### src/rtl/mem_bridge.sv
// T8086 byte bus to 512Kx16 asynchronous SRAM bridge with programmable wait states.
// Optional single-entry read cache: define MEM_BRIDGE_RCACHE_EN.
module mem_bridge #(
   parameter int unsigned WAIT = 1
) (
   input  logic        clock,
   input  logic        reset_n,
   input  logic [19:0] a,
   input  logic [7:0]  o,
   input  logic        w,
   output logic [7:0]  i,
   output logic        ce,
   output logic [18:0] sram_a,
   output logic [15:0] sram_d,
   input  logic [15:0] sram_q,
   output logic        sram_doe,
   output logic        sram_we_n,
   output logic        sram_oe_n,
   output logic        sram_lb_n,
   output logic        sram_ub_n
);

   typedef enum logic [1:0] {ST_IDLE = 2'd0, ST_ACCESS = 2'd1, ST_DONE = 2'd2} state_t;

   localparam logic [3:0] WAIT_C = 4'(WAIT);

   function automatic logic [7:0] byte_sel(input logic [15:0] word, input logic hi);
      return hi ? word[15:8] : word[7:0];
   endfunction

   state_t      state_q;
   logic [3:0]  cnt_q;
   logic [19:0] a_q;
   logic [7:0]  o_q;
   logic        w_q;
   logic [7:0]  i_q;
   logic        ce_q;
   logic        doe_q;
   logic        we_n_q;
   logic        oe_n_q;
   logic        lb_n_q;
   logic        ub_n_q;

   logic        hit_d;
   logic [7:0]  hit_byte_d;

`ifdef MEM_BRIDGE_RCACHE_EN
   logic [15:0] cache_word_q;
   logic [18:0] cache_tag_q;
   logic        cache_vld_q;
   logic        wr_hit_d;
`endif

   // Cache lookup against the address the CPU presents during IDLE.
   always_comb begin
      hit_d      = 1'b0;
      hit_byte_d = 8'h00;
`ifdef MEM_BRIDGE_RCACHE_EN
      wr_hit_d   = 1'b0;
      if (cache_vld_q && (cache_tag_q == a[19:1])) begin
         hit_d    = ~w;
         wr_hit_d = w;
      end else begin
         hit_d    = 1'b0;
         wr_hit_d = 1'b0;
      end
      hit_byte_d = byte_sel(cache_word_q, a[0]);
`endif
   end

   // Access sequencer; every output is taken straight from a flop.
   always_ff @(posedge clock) begin
      if (!reset_n) begin
         state_q <= ST_IDLE;
         cnt_q   <= 4'd0;
         a_q     <= 20'h00000;
         o_q     <= 8'h00;
         w_q     <= 1'b0;
         i_q     <= 8'h00;
         ce_q    <= 1'b0;
         doe_q   <= 1'b0;
         we_n_q  <= 1'b1;
         oe_n_q  <= 1'b1;
         lb_n_q  <= 1'b1;
         ub_n_q  <= 1'b1;
`ifdef MEM_BRIDGE_RCACHE_EN
         cache_word_q <= 16'h0000;
         cache_tag_q  <= 19'h00000;
         cache_vld_q  <= 1'b0;
`endif
      end else begin
         case (state_q)
            ST_IDLE: begin
               a_q   <= a;
               o_q   <= o;
               w_q   <= w;
               cnt_q <= WAIT_C;
               ce_q  <= 1'b0;
               if (hit_d) begin
                  state_q <= ST_DONE;
                  ce_q    <= 1'b1;
                  i_q     <= hit_byte_d;
               end else if (w) begin
                  state_q <= ST_ACCESS;
                  we_n_q  <= 1'b0;
                  doe_q   <= 1'b1;
                  lb_n_q  <= a[0];
                  ub_n_q  <= ~a[0];
               end else begin
                  state_q <= ST_ACCESS;
                  oe_n_q  <= 1'b0;
                  lb_n_q  <= 1'b0;
                  ub_n_q  <= 1'b0;
               end
`ifdef MEM_BRIDGE_RCACHE_EN
               // Write-through: keep the cached copy coherent with the SRAM write.
               if (wr_hit_d) begin
                  if (a[0]) begin
                     cache_word_q[15:8] <= o;
                  end else begin
                     cache_word_q[7:0] <= o;
                  end
               end
`endif
            end
            ST_ACCESS: begin
               ce_q <= 1'b0;
               if (cnt_q == 4'd0) begin
                  state_q <= ST_DONE;
                  ce_q    <= 1'b1;
                  doe_q   <= 1'b0;
                  we_n_q  <= 1'b1;
                  oe_n_q  <= 1'b1;
                  lb_n_q  <= 1'b1;
                  ub_n_q  <= 1'b1;
                  if (!w_q) begin
                     i_q <= byte_sel(sram_q, a_q[0]);
`ifdef MEM_BRIDGE_RCACHE_EN
                     cache_word_q <= sram_q;
                     cache_tag_q  <= a_q[19:1];
                     cache_vld_q  <= 1'b1;
`endif
                  end
               end else begin
                  cnt_q <= cnt_q - 4'd1;
               end
            end
            ST_DONE: begin
               state_q <= ST_IDLE;
               ce_q    <= 1'b0;
            end
            default: begin
               state_q <= ST_IDLE;
               ce_q    <= 1'b0;
               doe_q   <= 1'b0;
               we_n_q  <= 1'b1;
               oe_n_q  <= 1'b1;
               lb_n_q  <= 1'b1;
               ub_n_q  <= 1'b1;
            end
         endcase
      end
   end

   // Address and data come from the latched request, so DONE gives write hold time.
   assign sram_a    = a_q[19:1];
   assign sram_d    = {o_q, o_q};
   assign i         = i_q;
   assign ce        = ce_q;
   assign sram_doe  = doe_q;
   assign sram_we_n = we_n_q;
   assign sram_oe_n = oe_n_q;
   assign sram_lb_n = lb_n_q;
   assign sram_ub_n = ub_n_q;

endmodule

### config.mk
export PLATFORM = sky130hd
export DESIGN_NAME = mem_bridge
export DESIGN_NICKNAME = d
export VERILOG_FILES = /design/src/rtl/mem_bridge.sv
export SDC_FILE = /design/constraint.sdc
export NUM_CORES = 1
export LEC_CHECK = 0
export CAP_MARGIN = 25
export CORE_UTILIZATION = 38
export CTS_CLUSTER_DIAMETER = 60
export DETAILED_ROUTE_END_ITERATION = 16
export PLACE_DENSITY = 0.85
export SYNTH_ARGS = -nofsm -noshare
export SYNTH_HDL_FRONTEND = slang
export SYNTH_SLANG_ARGS = --single-unit
export TNS_END_PERCENT = 5
### constraint.sdc
create_clock -name clock -period 4.4 [get_ports clock]
set_clock_uncertainty 0.05 [all_clocks]
set_input_delay 1.1 -clock clock [delete_from_list [all_inputs] [get_ports clock]]
set_output_delay 1.1 -clock clock [all_outputs]
set_load 0.02 [all_outputs]
==> flow_results.org <==
** Critical path
- Cell depth of the worst setup path :: 1
- Cell with the largest stage delay on the worst path :: sky130_fd_sc_hd__clkdlybuf4s50_1
- Data on the critical path is required at its endpoint by 3.25 ns.
- At the worst endpoint, the arrival time is 1.28 ns.
- Largest incremental delay on the critical path :: 0.61 ns
- Worst-path cell chain :: clkdlybuf4s50_1
- Total buffers and inverters traversed by the critical path :: 1
- Worst setup path class :: reg -> out
- Startpoint class of the critical path :: flip-flop
- Measured in cells, the most critical reg-to-reg path has a length of 5.
- The kind of cell with the highest combined delay along the critical path is buffers and inverters.
- Largest fanout on the critical path :: 3
- Crit end category :: output port

** Clocking
- In this run the deepest clock path goes through 2 buffers.
- The tree is rooted in a sky130_fd_sc_hd__clkbuf_8.
- Hold-fix buffers at CTS :: 0
- Post-CTS clock slew at the launch and capture registers of the worst setup and hold paths :: 0.09 ns
- Clock tree synthesis inserted a total of 5 buffers.
- TritonCTS built the clock tree.
- Once the clock tree was built, the resizer swapped 0 gates to a different size.
- Later-pin clock latency in the skew report :: 0.29 ns
- H-Tree Level Count :: 2
- Post-CTS repair timing setup buffer count :: 0
- The tree built by TritonCTS fans out to 49 sinks.

** Min path
- Counting instances, the worst hold path has a depth of 2.
- Class of the tightest hold or removal check :: reg -> reg

** Power
- Max VDD drop :: 0.000150 V
- Dividing total power by cell area gives a power density of 418 nW/um2.
- Leakage Power :: 1.11 nW

** Final layout
- After the last flow step, the layout net total stands at 364.
- Post-route insts no fill :: 388
- In the layout the commonest cells are 95 x sky130_fd_sc_hd__clkdlybuf4s50_1, 61 x sky130_fd_sc_hd__nand2_1, 49 x sky130_fd_sc_hd__dfxtp_1.
- Antenna diode instance count :: 0
- After filler insertion, the fill cell instance count of the layout stands at 496.
- Ratio of cells with drive above 1 in the final layout :: 4.75%
- The multi-input combinational cells in the finished layout cover a total of 873 um2.
- For this run, the share of the core covered by cells in the final layout is 55.6%.
- Most frequent standard cell in the layout excluding fill and tap cells :: sky130_fd_sc_hd__clkdlybuf4s50_1
- Area growth from synthesis to layout :: 41.3%
- Area of all sequential standard cells :: 981 um2

** Timing
- Max-slew headroom :: 52.9%
- Setup slack on the critical path of the routed design comes to 1.97 ns.
- The smallest clock period supported by the final layout is computed as 2.43 ns.
- Setup repair after global routing left no endpoint under its margin.
- Final hold viol count :: 0
- After layout, the worst path uses 55.3% of the clock period.
- Worst-Margin Slew :: 0.706 ns
- Setup violations remaining at the end of the flow were counted as 0.
- Slew Viols, Final :: 0
- Sum of negative setup slack :: 0 ns
- For this run, the top clock speed supported by timing is 0.411 GHz.

** Run
- The tool flagged a number of max-cap violations equal to 0.

** Outcome
- Outcome :: finished clean

** Drt
- After the first detailed-routing iteration, the DRC count stood at 74.
- Routed via count :: 1,913
- Using the TritonRoute via totals, the vias-per-cell ratio works out to 4.93.
- Wire length per cell after detailed routing :: 12.0 um
- Antenna-violating nets left :: 0
- Summed over all layers, the routed wires come to 4670 um.
- For this run, design rule violations remaining after detail routing come to 0.
- Before antenna repair, the detailed router went through 3 iterations.

** Logic synthesis
- Count of distinct cell types in the synthesized netlist :: 32
- Total of flip-flops plus latches after synthesis :: 49
- Summing the sequential cell areas from Yosys gives 45.6% of the chip area.
- Number of warning messages in the yosys log :: 0
- Average footprint of a synthesized cell :: 8.44 um2
- Synthesis handed over a netlist of 255 instances.
- Total standard cell area after synthesis :: 2150 um2
- Post-Syn Nets :: 304

** Place
- Routability-driven placement finished with a final weighted congestion of 0.748.
- Detail Placement HPWL :: 3350 um
- Port Buffer Count :: 95
- Once placement completed, the tool counted placed cells totaling 380.
- Dpl ws :: 1.74 ns

** Die
- In this run the horizontal extent of the chip is 77.3 um.
- Floorplan die area :: 5970 um2
- 96 I/O pins were placed.
- Site Rows :: 27
- Total core area :: 5470 um2
- Die outline height :: 77.3 um
- Initial core utilization :: 39.3%

** Global routing
- The first global-routing pass estimated 7620 um of wire.
- Number of global-route vias before repair :: 1,724
- The number of antenna violations at the first check in global routing is 0.
- Aggregate global routing overflow :: 0
- Largest net degree at the start of global routing :: 42
- Total GRT Usage :: 15.9%
-- report_power, final --
part	switching (mW)	internal, mW	total [mW]	leakage [nW]
clock network	0.140	0.142	0.282	0.0542
registers	0.0513	0.503	0.555	0.404
logic	0.220	0.215	0.435	0.652
-- layer usage --
layer / vias up / track usage [%] / wire length, um
met5: - / 0 / 0
met4: 0 / 6.98 / 82
met3: 7 / 4.88 / 307
met2: 67 / 27.5 / 2230
met1: 879 / 17.7 / 2050
li1: 960 / - / -
-- through the flow --
| step | area (um2) | power, mW | hold slack (ns) |
|---|---|---|---|
| after floorplan | 2150 | 0.847 | 0.387 |
| after global placement | 2910 | 0.980 | 0.391 |
| after detailed placement | 2940 | 1.01 | 0.398 |
| after CTS | 3040 | 1.29 | 0.410 |
| after global routing | 3040 | 1.35 | 0.426 |
| final | 3040 | 1.27 | 0.408 |
-- cell usage after synthesis --
master	count	area [um2]
sky130_fd_sc_hd__dfxtp_1	49	981
sky130_fd_sc_hd__a221oi_1	2	17.5
sky130_fd_sc_hd__a31oi_1	1	6.26
sky130_fd_sc_hd__buf_6	2	22.5
sky130_fd_sc_hd__buf_2	7	35.0
sky130_fd_sc_hd__o21a_1	2	15.0
sky130_fd_sc_hd__or2_2	1	6.26
sky130_fd_sc_hd__nor3b_4	1	18.8
sky130_fd_sc_hd__clkinv_1	1	3.75
sky130_fd_sc_hd__and2_2	1	7.51
sky130_fd_sc_hd__o21ai_0	4	20.0
sky130_fd_sc_hd__nor4b_1	1	8.76
sky130_fd_sc_hd__clkbuf_1	8	30.0
sky130_fd_sc_hd__o32ai_1	2	17.5
sky130_fd_sc_hd__nand3_1	4	20.0
sky130_fd_sc_hd__nand2b_1	4	25.0
sky130_fd_sc_hd__a21oi_1	40	200
sky130_fd_sc_hd__o21bai_1	1	7.51
sky130_fd_sc_hd__nor3_1	4	20.0
sky130_fd_sc_hd__buf_4	27	203
sky130_fd_sc_hd__or4b_1	1	10.0
sky130_fd_sc_hd__inv_1	2	7.51
sky130_fd_sc_hd__nand2_1	61	229
sky130_fd_sc_hd__ha_1	2	25.0
sky130_fd_sc_hd__mux2i_1	9	90.1
sky130_fd_sc_hd__nand4_1	1	6.26
sky130_fd_sc_hd__nor2b_1	2	12.5
sky130_fd_sc_hd__nor3b_2	1	12.5
sky130_fd_sc_hd__o211ai_1	1	7.51
sky130_fd_sc_hd__nor4_1	2	12.5
sky130_fd_sc_hd__nor2_1	2	7.51
sky130_fd_sc_hd__a211oi_1	9	67.6
-- sequential cells by signal, indices dropped and copies added, names as in the netlist --
| register | count |
|---|---|
| ce | 1 |
| cnt_q | 4 |
| w_q | 1 |
| a_q | 20 |
| o_q | 8 |
| sram_lb_n | 1 |
| state_q | 2 |
| sram_ub_n | 1 |
| sram_doe | 1 |
| i | 8 |
| sram_oe_n | 1 |
| sram_we_n | 1 |
-- kinds of logic (layout without fill, tap and decap cells) --
group                      after synthesis  after routing  synth area share (%)
AOI/OAI and AO/OA                       62             62                  16.7
adders and majority gates                2              2                  1.16
buffers and inverters                   47            108                  14.0
DFF                                     49             49                  45.6
muxes                                    9              9                  4.18
and+or+nand+nor                         86             86                  18.4
-- final timing paths --
check / endpoint / slack, ns / from
setup / recovery: sram_lb_n / 1.97 / sram_lb_n
setup reg to reg: i[2] / 2.47 / cnt_q[0]
hold / removal: a_q[12] / 0.41 / a_q[12]
hold reg to reg: a_q[12] / 0.41 / a_q[12]
-- layout make-up --
| cell class | instances | share of cell area [%] |
|---|---|---|
| well taps | 72 | 2.96 |
| flip-flops and latches | 49 | 32.2 |
| clock inverters | 1 | 0.164 |
| multi-input cells | 159 | 28.7 |
| repair buffers | 97 | 32.4 |
| clock buffers | 7 | 3.17 |
| inverters | 3 | 0.370 |
(Power assumes the default switching activity.)
